$ cat src/rtl/fetch_pc_stage.sv
// Fetch-stage program counter and F/D pipeline register with illegal-fetch
// bubble insertion and fetched/stalled cycle counters.
module fetch_pc_stage #(
  parameter logic [31:0] PC_INIT  = 32'h0000_3000,
  parameter int          IM_WORDS = 4096,
  parameter int          IM_AW    = 12
) (
  input  logic             clk,
  input  logic             reset,
  input  logic             stall,
  input  logic [31:0]      npc,
  input  logic [31:0]      im_instr,
  output logic [31:0]      F_PC,
  output logic [IM_AW-1:0] im_addr,
  output logic [31:0]      D_PC,
  output logic [31:0]      D_instr,
  output logic             D_valid,
  output logic             F_fetch_err,
  output logic [31:0]      fetch_cnt,
  output logic [31:0]      stall_cnt
);

  localparam logic [31:0] PC_LAST = PC_INIT + 32'(4 * IM_WORDS) - 32'd4;

  logic [31:0] f_pc_q,      f_pc_d;
  logic [31:0] d_pc_q,      d_pc_d;
  logic [31:0] d_instr_q,   d_instr_d;
  logic        d_valid_q,   d_valid_d;
  logic [31:0] fetch_cnt_q, fetch_cnt_d;
  logic [31:0] stall_cnt_q, stall_cnt_d;
  logic        fetch_err;

  // Out-of-window PCs still produce an index; the memory data is discarded.
  always_comb begin
    fetch_err = (f_pc_q[1:0] != 2'b00) || (f_pc_q < PC_INIT) || (f_pc_q > PC_LAST);
    im_addr   = IM_AW'((f_pc_q - PC_INIT) >> 2);
  end

  always_comb begin
    // NOTE: every next-state signal is given its hold value first so no path
    // through this block leaves one unassigned and infers a latch.
    f_pc_d      = f_pc_q;
    d_pc_d      = d_pc_q;
    d_instr_d   = d_instr_q;
    d_valid_d   = d_valid_q;
    fetch_cnt_d = fetch_cnt_q;
    stall_cnt_d = stall_cnt_q;

    if (stall) begin
      // A stall freezes the whole stage, even over a pending fetch error.
      stall_cnt_d = stall_cnt_q + 32'd1;
    end else begin
      f_pc_d    = npc;
      d_pc_d    = f_pc_q;
      d_instr_d = fetch_err ? 32'h0 : im_instr;
      d_valid_d = ~fetch_err;
      if (!fetch_err) fetch_cnt_d = fetch_cnt_q + 32'd1;
    end
  end

  // NOTE: state registers use non-blocking assignments so every register
  // samples the pre-edge values regardless of statement order.
  always_ff @(posedge clk or posedge reset) begin
    if (reset) begin
      f_pc_q      <= PC_INIT;
      d_pc_q      <= 32'h0;
      d_instr_q   <= 32'h0;
      d_valid_q   <= 1'b0;
      fetch_cnt_q <= 32'h0;
      stall_cnt_q <= 32'h0;
    end else begin
      f_pc_q      <= f_pc_d;
      d_pc_q      <= d_pc_d;
      d_instr_q   <= d_instr_d;
      d_valid_q   <= d_valid_d;
      fetch_cnt_q <= fetch_cnt_d;
      stall_cnt_q <= stall_cnt_d;
    end
  end

  assign F_PC        = f_pc_q;
  assign D_PC        = d_pc_q;
  assign D_instr     = d_instr_q;
  assign D_valid     = d_valid_q;
  assign F_fetch_err = fetch_err;
  assign fetch_cnt   = fetch_cnt_q;
  assign stall_cnt   = stall_cnt_q;

endmodule

$ cat config.mk
export PLATFORM = sky130hd
export DESIGN_NAME = fetch_pc_stage
export DESIGN_NICKNAME = d
export VERILOG_FILES = /design/src/rtl/fetch_pc_stage.sv
export SDC_FILE = /design/constraint.sdc
export NUM_CORES = 1
export LEC_CHECK = 0
export ABC_AREA = 1
export CAP_MARGIN = 20
export CELL_PAD_IN_SITES_DETAIL_PLACEMENT = 0
export CELL_PAD_IN_SITES_GLOBAL_PLACEMENT = 1
export CORE_UTILIZATION = 34
export CTS_BUF_LIST = sky130_fd_sc_hd__clkbuf_16
export DETAILED_ROUTE_END_ITERATION = 6
export PLACE_DENSITY = 0.91
export SLEW_MARGIN = 10
export SYNTH_ARGS = -nofsm -noshare
export SYNTH_HDL_FRONTEND = slang
export SYNTH_SLANG_ARGS = --single-unit
$ cat constraint.sdc
create_clock -name clk -period 7 [get_ports clk]
set_input_delay 2.1 -clock clk [delete_from_list [all_inputs] [get_ports clk]]
set_output_delay 2.1 -clock clk [all_outputs]
set_load 0.02 [all_outputs]
== Word-level counts from Yosys, hierarchy flattened ==
Cells that the tools add are included.

* Flip-flop bits (word level): 161
* Latch bits: 0
* RAM bits: 0
* Memory bits (read-only): 0
* Bits of input ports: 67
* Logic and storage cells: 18
* Memories: 0

* Add/subtract/negate cells: 3
* Multiply operators: 0
* Divide/modulo/power cells: 0
* $lt $le $gt $ge: 2
* Equality and inequality tests: 0
* Shift-type cells: 0
* Mux-type cells: 1
* Bitwise operators: 2
* Reduce and logical (&&, ||, !) cells: 4

{| class="wikitable"
|+ Operators with widths
! kind !! count
|-
| $add A32 B1 Y32 const B || 2
|-
| $gt A32 B15 Y1 const B || 1
|-
| $lt A32 B14 Y1 const B || 1
|-
| $mux W32 || 1
|-
| $sub A14 B14 Y14 const B || 1
|-
| $logic_or A1 B1 Y1 || 2
|-
| $not A1 Y1 || 2
|-
| $reduce_and A2 Y1 || 1
|-
| $reduce_bool A2 Y1 || 1
|}

== Longest topological paths before layout ==
* Word-level depth: 5
* Mapped depth: 13
* Depth with buffers taken out: 12

== Least setup slack after synthesis ==
Ideal clock, no wire load.

* Path type: register to output
* Start point: register f_pc_q[12], in the netlist F_PC[12]
* End point: output port F_fetch_err
* Arrival time: 1354 ps
* Required time: 4900 ps
* Path slack: 3546 ps
* Stages on the path, launching flop included: 8
* Path through: dfstp_2 > inv_1 > ha_1 > nand2_1 > nor2_1 > nand2_1 > nand2_1 > nand2_1

* Word-level cells in the longest chain between the ends: 3
* Elaborated cells between the ends (all ways): 4

{| class="wikitable"
|+ RTL lines
! item !! line !! RTL
|-
| start, declared || 25 || <nowiki>logic [31:0] f_pc_q, f_pc_d;</nowiki>
|-
| start signal, assigned || 72 || <nowiki>f_pc_q <= f_pc_d;</nowiki>
|-
| $lt A32 B14 Y1 || 35 || <nowiki>fetch_err = (f_pc_q[1:0] != 2'b00) || (f_pc_q < PC_INIT) || (f_pc_q > PC_LAST);</nowiki>
|-
| $logic_or A1 B1 Y1 || 35 ||
|-
| $logic_or A1 B1 Y1 * || 35 ||
|-
| end, declared || 18 || <nowiki>output logic F_fetch_err,</nowiki>
|}

Mark *: on every way between the ends. The rest lies on a longest branch, timed or not.

== Worst setup path after layout ==
Ends and elaborated chain as after synthesis.

==> metrics.md <==
| Metric | Value |
|---|---|
| GRT Total Usage | `20.6%` |
| Setup WS post-layout | `2.58 ns` |
| Final HPWL DP | `16700 um` |
| Cell row count | `54` |
| Post-DRT Antenna Nets | `0` |
| Cts bufs inserted | `17` |
| First-pass GRT wire length | `38000 um` |
| Setup TNS | `0 ns` |
| Synth top cells by count | `nand2_1 (463), dfrtp_1 (159), nor2_1 (99)` |
| HP Start | `D_PC[13]` |
| Post-synth EDFFs | `0` |
| Final GP Congestion | `0.846` |
| Min Clock Period, post-route | `4.42 ns` |
| Pin slew with the least headroom to its limit | `1.00 ns` |
| Number of DRC markers in iteration 0 | `385` |
| H-tree levels | `4` |
| Internal Power | `1.65 mW` |
| Largest net degree at the start of global routing | `95` |
| Leakage power | `5.12 nW` |
| Crit path arrival time | `2.32 ns` |
| Synth area leader | `dfrtp_1` |
| Post-synth cell types | `29` |
| Primary FF master, synth | `dfrtp_1` |
| Ys async rst share | `100%` |
| Final Hold Viols | `0` |
| Detail-routed via count per cell | `4.71` |
| Post-synthesis sequential element count | `161` |
| Clock Pin Slew Worst Setup and Hold Paths | `0.07 ns` |
| Sequential Power Share | `44.5%` |
| Clock Path Buffers | `2` |
| Setup crit start kind | `flop` |
| Worst skew pair latency | `0.43 ns` |
| Cell count of the worst reg-to-reg path | `10` |
| Met3 WL | `1820 um` |
| Worst reg2reg setup slack | `4.57 ns` |
| Reg-to-Reg Start | `F_PC[13]` |
| Syn Nets | `1069` |
| Initial antenna violation count | `0` |
| Gate power share | `16.0%` |
| Sw Ratio | `29.4%` |
| Initial core utilization | `35.0%` |
| IO Count | `241` |
| CP delay by family, top | `buffers and inverters` |
| Clock Sinks | `161` |
| Slowest cell on the critical path | `clkdlybuf4s50_1` |
| Layout cells sized above 1 | `4.62%` |
| Critical-path cell list | `inv_1 -> ha_1 -> nand2_1 -> nor2_1 -> nand2_1 -> nand2_1 -> nand2_1 -> clkdlybuf4s50_1` |
| Cells after Synth | `998` |
| CP most frequent cell | `nand2_1` |
| Dpl cells | `1483` |
| Warnings, synthesis | `0` |
| Grt total ovfl | `0` |
| Peak VDD IR | `0.122 mV` |
| IO buf count | `240` |
| Drt wl/cell | `15.3 um` |
| Non-filler cells, final | `1515` |
| Hold Crit Depth | `2` |
| Critical R2R Capture | `fetch_cnt[2]` |
| PwrDens | `215 nW/um^2` |
| Wl on met1 | `10500 um` |
| Final setup violation count | `0` |
| Slew headroom | `33.3%` |
| Status | `complete, no violations` |
| Top cells by area, synth | `dfrtp_1 (51%), nand2_1 (22%), nor2_1 (4.8%)` |
| DP Worst Slack | `3.06 ns` |
| WHS Endpoint | `D_PC[13]` |
| Hold_buf cts | `0` |
| Post-Synthesis Mean Instance Area | `7.75 um^2` |
| Core area | `22100 um^2` |
| Post-CTS setup buffer count | `0` |
| CP required | `4.90 ns` |
| Highest Clock Rate | `227 MHz` |
| Crit. End Element | `output port` |
| Die Y | `153 um` |
| Synthesized area | `7740 um^2` |
| DIE AREA | `23400 um^2` |
| Util after Layout | `49.2%` |
| Pins Over Slew Limit | `0` |
| Router iterations before antenna repair | `5` |
| Worst path bufs/invs | `2` |
| Clk pwr share | `39.5%` |
| Skew final | `0.0144 ns` |
| Cts repair resizes | `0` |
| CP peak stage delay | `0.69 ns` |
| Die Wd | `153 um` |
| Routed WL | `23200 um` |
| Root Buffer | `clkbuf_16` |
| Max-cap viol count | `0` |
| CTS tree | `yes` |
| Nets | `1293` |
| Area Overhead vs Synth | `40.5%` |
| Post-synthesis sequential area ratio | `52.1%` |
| CP Class | `reg2out` |
| Met2 wire len | `10800 um` |
| Ant. Diodes | `0` |
| Maximum fanout along the worst path | `4` |
| Most frequent cell after synthesis | `nand2_1` |
| Top Layer Used | `met4` |
| Vias after detailed routing | `7136` |
| Switching power | `686 uW` |
| DRC viols | `0` |
| RSZ-0062 raised after global routing | `false` |
| Vias in the first global route | `6948` |
| Hold Crit Class | `reg2reg` |
| Area share of the leading cell type in the synthesized netlist | `51.4%` |
| Part of the cycle the worst path needs | `63.1%` |
## registers in the layout, indices dropped and copies added, names as in the netlist
signal	flops
D_valid	1
F_PC	32
fetch_cnt	32
stall_cnt	32
D_instr	32
D_PC	32
## how the worst max path moves through the flow
stage	slack [ns]	cells past startpoint	startpoint	to
after floorplan	0.56	1	reset	D_PC[0]
final	2.58	8	F_PC[12]	F_fetch_err
after detailed placement	3.06	8	F_PC[12]	F_fetch_err
after global placement	3.09	8	F_PC[12]	F_fetch_err
after CTS	2.58	8	F_PC[12]	F_fetch_err
after global routing	2.43	7	F_PC[13]	F_fetch_err
## layout make-up
cell class	instances	area, um^2
fill	2131	11200
sequential	161	4030
multi-input combinational	722	3200
timing repair buffer	244	2430
clock buffer	17	425
tap	280	350
inverter	76	292
clock inverter	15	146
## power by group through the flow
stage | Clock [mW] | Combinational (mW) | Sequential [mW]
final | 0.924 | 0.373 | 1.04
after detailed placement | 0 | 0.377 | 1.06
after global routing | 0.985 | 0.405 | 1.05
after global placement | 0 | 0.375 | 1.06
after floorplan | 0 | 0.120 | 1.11
after CTS | 0.945 | 0.378 | 1.04
## cells by family (layout without fill, tap and decap cells)
family / Yosys count / after routing / share of synthesized area (%)
AO/OA/AOI/OAI: 27 / 27 / 1.75
XOR/XNOR: 36 / 36 / 4.07
adder cells (fa/ha/maj): 4 / 4 / 0.647
buffers and inverters: 115 / 352 / 6.56
flip-flops: 161 / 161 / 52.1
AND/OR/NAND/NOR: 655 / 655 / 34.9
## tightest hold or removal path: stages, from the launching register on
cell and delay, ns:
dfrtp_1 0.34, nand2_1 0.05, nand2_1 0.06
## stage by stage
stage / cell area (um^2) / power (mW) / hold WS, ns
6_report: 10900 / 2.34 / 0.479
3_3_place_gp: 10300 / 1.43 / 0.460
5_1_grt: 10900 / 2.44 / 0.508
2_1_floorplan: 7740 / 1.23 / 0.523
4_1_cts: 10900 / 2.36 / 0.483
3_5_place_dp: 10300 / 1.43 / 0.464
## metal layers
metal,up-vias,GRT usage (%)
met5,-,0
li1,3520,-
met4,0,5.10
met1,3352,27.4
met2,248,32.8
met3,16,6.27
## placed cells by master (no fill, tap or decap), drive strengths merged
cell type	n
nand2	465
nor3b	1
xor2	20
nor3	8
xnor2	16
nand3b	4
nand4	34
clkinv	2
buf	5
and2	1
dfrtp	159
bufinv	1
nand3	36
nor2	105
clkbuf	17
clkdlybuf4s50	239
ha	4
clkinvlp	5
o21ai	27
inv	83
dfstp	2
and3	1
Note: power is estimated with default switching activity, not from simulation.
